==> src/rtl/memory_arbiter.sv <==
// memory_arbiter: serialises cache-side instruction and data requests onto a
// single-ported, variable-latency RAM. Data requests win over fetches. A RAM
// fault or an access that waits too long parks the block in a sticky error
// state until reset.
//
//   state | meaning
//   IDLE  | no access in flight; latch the next request (data first)
//   DACC  | data access on the RAM, waiting for ramready
//   IACC  | instruction fetch on the RAM, waiting for ramready
//   ERR   | RAM fault or timeout seen; strobes off, waits high, until reset
module memory_arbiter #(
  parameter int ADDR_W  = 32,
  parameter int DATA_W  = 32,
  parameter int TIMEOUT = 15
) (
  input  logic              CLK,
  input  logic              nRST,
  input  logic              iREN,
  input  logic [ADDR_W-1:0] iaddr,
  output logic              iwait,
  output logic [DATA_W-1:0] iload,
  input  logic              dREN,
  input  logic              dWEN,
  input  logic [ADDR_W-1:0] daddr,
  input  logic [DATA_W-1:0] dstore,
  output logic              dwait,
  output logic [DATA_W-1:0] dload,
  output logic              ramREN,
  output logic              ramWEN,
  output logic [ADDR_W-1:0] ramaddr,
  output logic [DATA_W-1:0] ramstore,
  input  logic [DATA_W-1:0] ramload,
  input  logic              ramready,
  input  logic              ramerror,
  output logic              err
);

  localparam logic [1:0] IDLE = 2'd0;
  localparam logic [1:0] DACC = 2'd1;
  localparam logic [1:0] IACC = 2'd2;
  localparam logic [1:0] ERR  = 2'd3;

  // The timer reads 0 in the first access cycle, so leaving on TIMEOUT-1
  // allows exactly TIMEOUT cycles of waiting before ERR is entered.
  localparam logic [7:0] TO_LAST = 8'(TIMEOUT - 1);

  logic [1:0] state;
  logic [7:0] timer;
  logic       op_wr;
  logic       in_acc;
  logic       done;
  logic       give_up;

  // Access completion and abort conditions for the current cycle.
  always_comb begin
    in_acc  = (state == DACC) || (state == IACC);
    done    = in_acc && ramready && !ramerror;
    give_up = in_acc && (ramerror || (!ramready && (timer >= TO_LAST)));
  end

  // Sequencer: request latch, registered RAM strobes, timer and error capture.
  always_ff @(posedge CLK) begin
    if (!nRST) begin
      state    <= IDLE;
      timer    <= 8'd0;
      op_wr    <= 1'b0;
      ramREN   <= 1'b0;
      ramWEN   <= 1'b0;
      ramaddr  <= '0;
      ramstore <= '0;
    end else begin
      case (state)
        IDLE: begin
          if (dREN || dWEN) begin
            ramaddr  <= daddr;
            ramstore <= dstore;
            ramWEN   <= dWEN;
            ramREN   <= !dWEN;
            op_wr    <= dWEN;
            timer    <= 8'd0;
            state    <= DACC;
          end else if (iREN) begin
            ramaddr <= iaddr;
            ramREN  <= 1'b1;
            ramWEN  <= 1'b0;
            timer   <= 8'd0;
            state   <= IACC;
          end
        end
        DACC, IACC: begin
          if (give_up) begin
            ramREN <= 1'b0;
            ramWEN <= 1'b0;
            state  <= ERR;
          end else if (done) begin
            ramREN <= 1'b0;
            ramWEN <= 1'b0;
            state  <= IDLE;
          end else if (timer != 8'hFF) begin
            timer <= timer + 8'd1;
          end
        end
        default: begin
          ramREN <= 1'b0;
          ramWEN <= 1'b0;
        end
      endcase
    end
  end

  // Requester handshake: the owner's wait drops only in its completion cycle.
  always_comb begin
    iwait = !((state == IACC) && done);
    dwait = !((state == DACC) && done);
    iload = ((state == IACC) && done) ? ramload : '0;
    dload = ((state == DACC) && done && !op_wr) ? ramload : '0;
    err   = (state == ERR);
  end

endmodule

==> config.mk <==
export PLATFORM = sky130hd
export DESIGN_NAME = memory_arbiter
export DESIGN_NICKNAME = d
export VERILOG_FILES = /design/src/rtl/memory_arbiter.sv
export SDC_FILE = /design/constraint.sdc
export NUM_CORES = 1
export LEC_CHECK = 0
export BUFFER_PORTS_ARGS = -buffer_cell sky130_fd_sc_hd__buf_2
export CORE_ASPECT_RATIO = 0.75
export CORE_MARGIN = 2
export CORE_UTILIZATION = 42
export CTS_BUF_LIST = sky130_fd_sc_hd__clkbuf_16
export CTS_CLUSTER_SIZE = 40
export DETAILED_ROUTE_END_ITERATION = 10
export GPL_ROUTABILITY_DRIVEN = 0
export GPL_TIMING_DRIVEN = 0
export PLACE_DENSITY = 0.78
export REMOVE_ABC_BUFFERS = 1
export SETUP_SLACK_MARGIN = 0.05
export SLEW_MARGIN = 20
export SYNTH_ARGS = -nofsm -noshare
export SYNTH_HDL_FRONTEND = slang
export SYNTH_SLANG_ARGS = --single-unit
==> constraint.sdc <==
create_clock -name CLK -period 2.36 [get_ports CLK]
set_input_delay 0.472 -clock CLK [delete_from_list [all_inputs] [get_ports CLK]]
set_output_delay 0.472 -clock CLK [all_outputs]
set_load 0.01 [all_outputs]
==> metrics, run 1 <==
status complete, no violations; worst hold path class in -> reg; vias 4,310; fill cell count 742; Non-Filler Instances 847; Post-Place Setup Slack -1.144 ns; register area share after synthesis 40.01%; syn_area_per_cell 8.026 µm²; wire per inst 14.88 µm; critical path peak fanout 8; CTS clk-pin slew, worst paths 0.06 ns; first-pass GRT wire length 18.80 mm; Post-Syn Instances 480; total core area 8971 µm²; Max Slew Vio Count 0; Netlist cell types 41; Max IR drop VDD 0.0004575 V; Area Growth Syn to Fin 54.43%; Yosys reg bits 77; crit path launch type flip-flop; Hold Slack 0.3745 ns; post-route clock skew 0.005813 ns; Overflow after GRT 0; Slew @ Worst Pin 0.7922 ns; CTS hold repair buffers 0; DP Area 5229 µm²; Post-synth EDFFs 0; mapped cell area 3852 µm²; critical path class reg -> out; starting density of the core 42.94%; minimum clock period after layout 2.353 ns; largest net degree at the start of global routing 77; Crit path required time 1.89 ns; layout cells sized above 1 47.07%; clock root buffer master clkbuf_16; CP arrival 1.88 ns; Initial DRT Pass Iterations 4; n_diodes 0; Tcrit/Tclk final 99.69%; Setup-failing EPs final 0; CTS Buffer Depth 2; Site Rows 30; Fmax 425.0 MHz; CTS Buf Count 9; Design Area, Final 5949 µm²; async set or reset register ratio after synthesis 0%; placed cells 816; Critical Path End Type output port; CTS Sinks 77; vias in the first global route 3,849; I/O pin cnt 268; drt first-iter violations 224; Via-to-Cell Ratio 5.089; Yosys warnings 0; Setup WS post-layout 0.007220 ns; clk_lat worst skew 0.33 ns; Multi-input gate area 2256 µm²; nets@finish 871; number of port buffers 267; H-tree depth 3; Main synth FF type dfxtp_1; Leak 3.326 nW; Rel. slew slack 46.99%; PwrDens 919.9 nW/µm²; register area 1544 µm²; full die area 9962 µm²; Total Routing Usage GR 23.35%; TritonCTS clock tree yes; initial antenna violation count 0; ANT nets after route 0; RSZ-0062 raised after global routing true; drt total wl 12.61 mm; Hold Vio Cnt, Final 0; DRC Markers 0; Die X 114.6 µm; Die H 86.94 µm; max_cap viols 0; post-DP HPWL 8.357 mm
==> where the power goes <==
part / total, mW / switching, mW / leakage (nW) / internal [mW]
logic: 2.37 / 1.35 / 2.55 / 1.02
registers: 1.81 / 0.172 / 0.636 / 1.63
clock network: 1.30 / 0.571 / 0.135 / 0.728
==> cells by family (layout without fill, tap and decap cells) <==
| family | count (synthesis) | count (layout) | share of synthesized area, % |
|---|---|---|---|
| flip-flops | 77 | 77 | 40.01 |
| AO/OA/AOI/OAI | 116 | 116 | 22.44 |
| adder cells (fa/ha/maj) | 6 | 6 | 1.949 |
| buffers and inverters | 51 | 304 | 5.391 |
| AND/OR/NAND/NOR | 229 | 231 | 29.94 |
| multiplexers | 1 | 1 | 0.2598 |
==> cells in the mapped netlist, drive strengths merged (2+ instances only) <==
| cell | number | area [µm²] |
|---|---|---|
| a21boi | 33 | 247.7 |
| a21oi | 2 | 13.76 |
| a31o | 2 | 17.52 |
| and2 | 36 | 225.2 |
| and3 | 33 | 206.5 |
| buf | 10 | 52.55 |
| clkbuf | 35 | 132.6 |
| dfxtp | 77 | 1541 |
| ha | 6 | 75.07 |
| inv | 6 | 22.52 |
| nand2 | 106 | 397.9 |
| nand3 | 36 | 180.2 |
| nand4 | 2 | 12.51 |
| nor2 | 3 | 11.26 |
| nor2b | 4 | 25.02 |
| o211a | 32 | 320.3 |
| o21ai | 37 | 188.9 |
| o22ai | 2 | 12.51 |
| o31ai | 2 | 15.01 |
==> sequential cells by signal (all words and copies together), names as in the netlist <==
name,cells
ramREN,1
ramWEN,1
op_wr,1
state,2
timer,8
ramstore,32
ramaddr,32
==> worst max-delay path, cell delays in order, from the launching register on <==
cell,delay [ns]
dfxtp_2,0.35
inv_2,0.05
ha_4,0.28
and3b_4,0.23
nand2_4,0.08
nor2_4,0.15
clkbuf_16,0.18
and2_4,0.14
buf_6,0.10
==> metal layers <==
metal  part of all wire [%]  global-route usage (%)
met5                      0                       0
met4                   0.86                   5.322
met3                    7.1                   7.098
met2                     48                   37.82
met1                     44                   30.80
==> timing repair <==
| action | in CTS | in global routing |
|---|---|---|
| pin swaps | 16 | 22 |
| endpoints found under the hold margin | 0 | 0 |
| resized for setup | 37 | 37 |
| setup buffers | 7 | 5 |
| cloned | 3 | 0 |
| endpoints found under the setup margin | 70 | 65 |
==> metrics by stage <==
step                util, %  power (mW)  TNS [ns]
floorplan                 -       3.047    -28.15
global placement      57.34       3.776   -126.87
detailed placement    58.28       3.924    -42.51
CTS                   64.21       5.405  -0.01217
global route          66.32       5.832   -0.4796
finish                66.32       5.473         0
==> final timing paths <==
path | from | cells past startpoint | end | slack [ns]
setup / recovery | state[1] | 8 | dload[17] | 0.007
setup reg to reg | state[0] | 9 | state[0] | 0.48
hold / removal | dstore[24] | 3 | ramstore[24] | 0.37
hold reg to reg | ramstore[19] | 2 | ramstore[19] | 0.45
==> cell usage in the layout (no fill, tap or decap), drive strengths merged, types with 2 or more instances in the layout <==
master | synthesis | routed
buf | 10 | 281
nand3 | 36 | 36
o21ai | 37 | 37
nand4 | 2 | 2
clkinvlp | 0 | 2
a31o | 2 | 2
a21oi | 2 | 2
and3 | 33 | 33
a21boi | 33 | 33
o31ai | 2 | 2
ha | 6 | 6
nor2 | 3 | 4
and3b | 1 | 2
and2 | 36 | 36
inv | 6 | 10
o22ai | 2 | 2
nand2 | 106 | 106
nor2b | 4 | 4
dfxtp | 77 | 77
o211a | 32 | 32
clkbuf | 35 | 10
==> layout make-up <==
cell class	count	share of cell area (%)
Clock buffer	9	3.785
Clock inverter	7	0.9674
Inverter	6	0.3785
Multi-Input combinational cell	354	37.92
Sequential cell	77	25.95
Tap cell	112	2.355
Timing Repair Buffer	282	28.64
No activity file was read; power rests on OpenSTA's default activity.
==> run 2: changes to the inputs <==
--- a/config.mk
+++ b/config.mk
@@ -6,9 +6,11 @@
 export NUM_CORES = 1
 export LEC_CHECK = 0
 export BUFFER_PORTS_ARGS = -buffer_cell sky130_fd_sc_hd__buf_2
+export CELL_PAD_IN_SITES_DETAIL_PLACEMENT = 1
+export CELL_PAD_IN_SITES_GLOBAL_PLACEMENT = 1
 export CORE_ASPECT_RATIO = 0.75
 export CORE_MARGIN = 2
-export CORE_UTILIZATION = 42
+export CORE_UTILIZATION = 28
 export CTS_BUF_LIST = sky130_fd_sc_hd__clkbuf_16
 export CTS_CLUSTER_SIZE = 40
 export DETAILED_ROUTE_END_ITERATION = 10
==> metrics, run 2 (synthesized netlist as in run 1, its figures left out) <==
status complete, no violations (unchanged); I/O pin cnt 268 (unchanged); commonest non-fill, non-tap cell in the layout buf_2 (unchanged); Critical Path End Type output port (unchanged); Multi-input gate area 2268 µm² (was 2256 µm²); Hold Vio Cnt, Final 0 (unchanged); drt first-iter violations 128 (was 224); setup_tns 0 ns (unchanged); CP Buf/Inv Count 3 (unchanged); vias 4,440 (was 4,310); CP max stage delay 0.34 ns (was 0.35 ns); Initial DRT Pass Iterations 4 (unchanged); Rel. slew slack 51.56% (was 46.99%); Die H 105.6 µm (was 86.94 µm); worst hold path class in -> reg (unchanged); critical path peak fanout 8 (unchanged); largest net degree at the start of global routing 77 (unchanged); CTS Buf Count 9 (unchanged); Hold Slack 0.3762 ns (was 0.3745 ns); Area Growth Syn to Fin 58.59% (was 54.43%); Slew @ Worst Pin 0.7266 ns (was 0.7922 ns); vias in the first global route 4,496 (was 3,849); ANT nets after route 0 (unchanged); register area 1544 µm² (unchanged); DP Area 5330 µm² (was 5229 µm²); R2R setup slack 0.45 ns (was 0.48 ns); Total Routing Usage GR 18.84% (was 23.35%); top routing layer used met4 (unchanged); drt total wl 15.30 mm (was 12.61 mm); layout cells sized above 1 47.48% (was 47.07%); M1 wire length 6.577 mm (was 5.492 mm); critical path class reg -> out (unchanged); Crit-path slowest cell dfxtp_2 (unchanged); Tcrit/Tclk final 99.96% (was 99.69%); placed cells 880 (was 816); Overflow after GRT 0 (unchanged); Setup WS post-layout 0.001030 ns (was 0.007220 ns); reg-to-reg startpoint state[0] (unchanged); total core area 13,560 µm² (was 8971 µm²); Die X 139.4 µm (was 114.6 µm); CTS Buffer Depth 2 (unchanged); Crit path required time 1.89 ns (about the same); CTS clk-pin slew, worst paths 0.06 ns (about the same); clock root buffer master clkbuf_16 (unchanged); wire per inst 16.85 µm (was 14.88 µm); Leak 3.349 nW (was 3.326 nW); n_diodes 0 (unchanged); biggest regs ramaddr (32), ramstore (32), timer (8) (unchanged); Max Slew Vio Count 0 (unchanged); Hold Path Depth 3 (unchanged); CP arrival 1.89 ns (was 1.88 ns); Hold Path Origin dstore[23] (was dstore[24]); RSZ-0062 raised after global routing true (unchanged); Site Rows 37 (was 30); worst-case reg-to-reg path depth 7 (was 9); crit path launch type flip-flop (unchanged); WL met3 1.008 mm (was 891 µm); utilization after layout 45.04% (was 66.32%); first-pass GRT wire length 22.88 mm (was 18.80 mm); PwrDens 947.4 nW/µm² (was 919.9 nW/µm²); CTS hold repair buffers 0 (unchanged); Setup-failing EPs final 0 (unchanged); WHS Endpoint ramstore[23] (was ramstore[24]); full die area 14,720 µm² (was 9962 µm²); minimum clock period after layout 2.359 ns (was 2.353 ns); Design Area, Final 6110 µm² (was 5949 µm²); initial antenna violation count 0 (unchanged); starting density of the core 28.40% (was 42.94%); DRC Markers 0 (unchanged); metal2 WL 7.531 mm (was 6.112 mm); H-tree depth 3 (unchanged); nets@finish 869 (was 871); fill cell count 1,691 (was 742); Post-Place Setup Slack -1.179 ns (was -1.144 ns); Max IR drop VDD 0.0004717 V (was 0.0004575 V); Non-Filler Instances 908 (was 847); number of port buffers 267 (unchanged); crit-path leading delay family simple AND/OR/NAND/NOR gates (unchanged); CTS Sinks 77 (unchanged); commonest non-fill, non-tap cells in the layout buf_2 (234), nand2_1 (105), dfxtp_1 (75) (was buf_2 (238), nand2_1 (105), dfxtp_1 (75)); crit path cell chain inv_2, ha_4, and3b_4, nand2_4, nor2_4, clkbuf_16, and2_4, buf_6 (unchanged); reg2reg end timer[0] (was state[0]); post-route clock skew 0.004391 ns (was 0.005813 ns); clk_lat worst skew 0.33 ns (about the same); post-DP HPWL 10.38 mm (was 8.357 mm); Via-to-Cell Ratio 4.890 (was 5.089); Pwr Total 5.788 mW (was 5.473 mW); max_cap viols 0 (unchanged); TritonCTS clock tree yes (unchanged); Fmax 423.9 MHz (was 425.0 MHz)
[run 2: changes by cell type in the layout (fill, tap and decap cells not counted), moves of 2 or more]
cell | before | now
and2_1 | 8 | 4
and2_4 | 28 | 32
inv_6 | 3 | 1
clkinv_4 | 0 | 2
buf_4 | 10 | 8
buf_6 | 30 | 32
bufinv_16 | 0 | 2
buf_2 | 238 | 234
buf_12 | 1 | 3
[run 2: repair_timing]
action | in CTS | in global routing
setup endpoints to repair | 71 | 65
gates cloned | 2 | 1
resized for setup | 12 | 67
buffers inserted | 7 | 2
pin swaps | 4 | 19
[run 2: cell type report]
cell class | count | share of cell area (%)
tap | 175 | 3.584
sequential | 77 | 25.27
timing repair buffer | 280 | 28.34
multi-input combinational | 354 | 37.13
inverter | 6 | 0.3686
clock buffer | 9 | 3.686
clock inverter | 7 | 1.618
[run 2: worst register-to-register path, delay by kind of cell, from the launching register on]
kind | cells | cell delay [ns]
compound gates | 1 | 0.26
flops | 1 | 0.33
fa+ha+maj | 1 | 0.25
buf+inv | 2 | 0.18
simple gates | 3 | 0.77
[run 2: how the worst max path moves through the flow]
stage	startpoint	to	cells past startpoint
final	state[1]	dload[22]	8
after global routing	state[1]	dload[22]	8
after CTS	state[0]	dload[6]	8
after detailed placement	state[0]	dload[29]	7
after global placement	dWEN	ramstore[0]	5
after floorplan	state[0]	dload[0]	6
[run 2: where the power goes]
| group | internal, mW | switching, mW | leakage (nW) | total (mW) |
|---|---|---|---|---|
| registers | 1.63 | 0.175 | 0.636 | 1.81 |
| clock network | 0.932 | 0.575 | 0.156 | 1.51 |
| logic | 1.05 | 1.42 | 2.56 | 2.47 |
| total | 3.62 | 2.17 | 3.35 | 5.79 |
[run 2: metal layers]
metal / vias up / track usage, %
li1: 2147 / -
met1: 2141 / 23.66
met2: 137 / 31.69
met3: 15 / 6.134
met4: 0 / 3.968
met5: - / 0
==> run 3: changes to the inputs <==
--- a/config.mk
+++ b/config.mk
@@ -6,6 +6,7 @@
 export NUM_CORES = 1
 export LEC_CHECK = 0
 export BUFFER_PORTS_ARGS = -buffer_cell sky130_fd_sc_hd__buf_2
+export CAP_MARGIN = 10
 export CELL_PAD_IN_SITES_DETAIL_PLACEMENT = 1
 export CELL_PAD_IN_SITES_GLOBAL_PLACEMENT = 1
 export CORE_ASPECT_RATIO = 0.75
==> constraint.sdc (replaced) <==
create_clock -name CLK -period 2.36 [get_ports CLK]
set_input_delay 0.472 -clock CLK [delete_from_list [all_inputs] [get_ports CLK]]
set_output_delay 0.472 -clock CLK [all_outputs]
set_load 0.02 [all_outputs]
==> metrics, run 3 (synthesized netlist as in run 1, its figures left out) <==
Leak 3.365 nW (was 3.349 nW); Critical Path End Type output port (unchanged); Rel. slew slack 51.19% (was 51.56%); wire per inst 16.81 µm (was 16.85 µm); critical path peak fanout 8 (unchanged); CTS Buffer Depth 2 (unchanged); share of power burned in the clock network 24.9% (was 26.0%); Hold Vio Cnt, Final 0 (unchanged); TritonCTS clock tree yes (unchanged); status finished, violations left (was complete, no violations); clk_lat worst skew 0.33 ns (about the same); CTS Buf Count 9 (unchanged); Initial DRT Pass Iterations 6 (was 4); Crit-path slowest cell dfxtp_2 (unchanged); Multi-input gate area 2268 µm² (unchanged); Fmax 416.4 MHz (was 423.9 MHz); Cell Int Power 3.626 mW (was 3.617 mW); minimum clock period after layout 2.402 ns (was 2.359 ns); Sequential Power Share 29.8% (was 31.3%); crit-path leading delay family simple AND/OR/NAND/NOR gates (unchanged); Area Growth Syn to Fin 59.43% (was 58.59%); CTS clk-pin slew, worst paths 0.06 ns (about the same); n_diodes 0 (unchanged); Die X 139.4 µm (unchanged); crit path launch type flip-flop (unchanged); CTS Sinks 77 (unchanged); I/O pin cnt 268 (unchanged); Slew @ Worst Pin 0.7321 ns (was 0.7266 ns); Total Routing Usage GR 19.20% (was 18.84%); Via-to-Cell Ratio 4.881 (was 4.890); initial antenna violation count 0 (unchanged); Setup-failing EPs final 8 (was 0); fill cell count 1,687 (was 1,691); CTS hold repair buffers 0 (unchanged); layout cells sized above 1 47.62% (was 47.48%); largest net degree at the start of global routing 77 (unchanged); Max IR drop VDD 0.0004606 V (was 0.0004717 V); Comb power frac 45.3% (was 42.7%); GRT met2 Usage 32.46% (was 31.69%); placed cells 880 (unchanged); Overflow after GRT 0 (unchanged); H-tree depth 3 (unchanged); DRC Markers 0 (unchanged); critical path class reg -> out (unchanged); nets@finish 871 (was 869); Non-Filler Instances 910 (was 908); PwrDens 988.1 nW/µm² (was 947.4 nW/µm²); vias 4,442 (was 4,440); register area 1544 µm² (unchanged); max_cap viols 0 (unchanged); failing checks setup timing; Site Rows 37 (unchanged); RSZ-0062 raised after global routing true (unchanged); Tcrit/Tclk final 101.8% (was 99.96%); sw power 2.443 mW (was 2.172 mW); vias in the first global route 4,544 (was 4,496); full die area 14,720 µm² (unchanged); starting density of the core 28.40% (unchanged); post-DP HPWL 10.38 mm (unchanged); ANT nets after route 0 (unchanged); commonest non-fill, non-tap cell in the layout buf_2 (unchanged); DP Area 5330 µm² (unchanged); Crit path required time 1.89 ns (about the same); CP arrival 1.93 ns (was 1.89 ns); commonest non-fill, non-tap cells in the layout buf_2 (234), nand2_1 (105), dfxtp_1 (75) (unchanged); clock root buffer master clkbuf_16 (unchanged); Top Usage Layer GRT met2 (unchanged); Setup WS post-layout -0.04156 ns (was 0.001030 ns); Design Area, Final 6142 µm² (was 6110 µm²); CP Buf/Inv Count 3 (unchanged); total core area 13,560 µm² (unchanged); first-pass GRT wire length 23.27 mm (was 22.88 mm); Die H 105.6 µm (unchanged); biggest regs ramaddr (32), ramstore (32), timer (8) (unchanged); switch share 40.25% (was 37.52%); drt total wl 15.30 mm (about the same); drt first-iter violations 135 (was 128); number of port buffers 267 (unchanged); worst hold path class in -> reg (unchanged); crit path cell chain inv_2, ha_4, and3b_4, nand2_4, nor2_4, clkbuf_16, and2_4, buf_6 (unchanged); post-route clock skew 0.005563 ns (was 0.004391 ns); CP max stage delay 0.35 ns (was 0.34 ns); met3 GRT Util 6.224% (was 6.134%); routing usage on met1 23.86% (was 23.66%); Max Slew Vio Count 0 (unchanged)
run 3: changes by cell type in the layout (fill, tap and decap cells not counted):
cell	change
clkbuf_16	+1
buf_4	+1
run 3: metrics by stage:
step                      TNS [ns]  setup slack [ns]  power (mW)  utilization, %  hold slack, ns
after floorplan             -33.59           -0.8455       3.303               -          0.4533
after global placement     -147.08            -2.184       4.075           38.50          0.4376
after detailed placement    -49.46            -1.212       4.305           39.30          0.4442
after CTS                        0          0.009972       6.033           43.25          0.3607
after global routing        -1.043          -0.06737       6.429           45.28          0.3669
final                      -0.2381          -0.04156       6.069           45.28          0.3765
run 3: path summary, 6_finish.rpt:
kind / depth (start not counted) / from / end / slack [ns]
worst max-delay path: 8 / state[1] / dload[27] / -0.04
worst min-delay path: 3 / dstore[23] / ramstore[23] / 0.38
worst max register to register: 8 / state[0] / timer[0] / 0.31
worst min register to register: 2 / ramstore[5] / ramstore[5] / 0.45
run 3: timing repair:
item	CTS	global route
gates resized for setup	44	67
pin swaps	4	33
buffers inserted	7	3
cloned	2	2
endpoints found under the setup margin	71	65
run 3: metal layers:
metal  vias to the layer above  part of all wire, %
li1                       2152                    -
met1                      2134                   44
met2                       137                   48
met3                        19                  6.6
met4                         0                  1.5
met5                         -                    0
run 3: layout make-up:
cell class / count / area share, %
multi-input combinational: 354 / 36.93
timing repair buffer: 282 / 28.72
sequential: 77 / 25.14
clock buffer: 9 / 3.667
tap: 175 / 3.565
clock inverter: 7 / 1.609
inverter: 6 / 0.3667
run 3: worst min-delay path, cell delays in order:
cell      delay [ns]
buf_2           0.09
nand2_1         0.04
a21boi_1        0.05
run 3: power by group through the flow:
stage                     registers, mW  logic [mW]  clock network (mW)
after floorplan                    2.18        1.12                   0
after global placement             1.80        2.27                   0
after detailed placement           1.83        2.48                   0
after CTS                          1.81        2.66                1.57
after global routing               1.85        2.97                1.62
final                              1.81        2.75                1.51
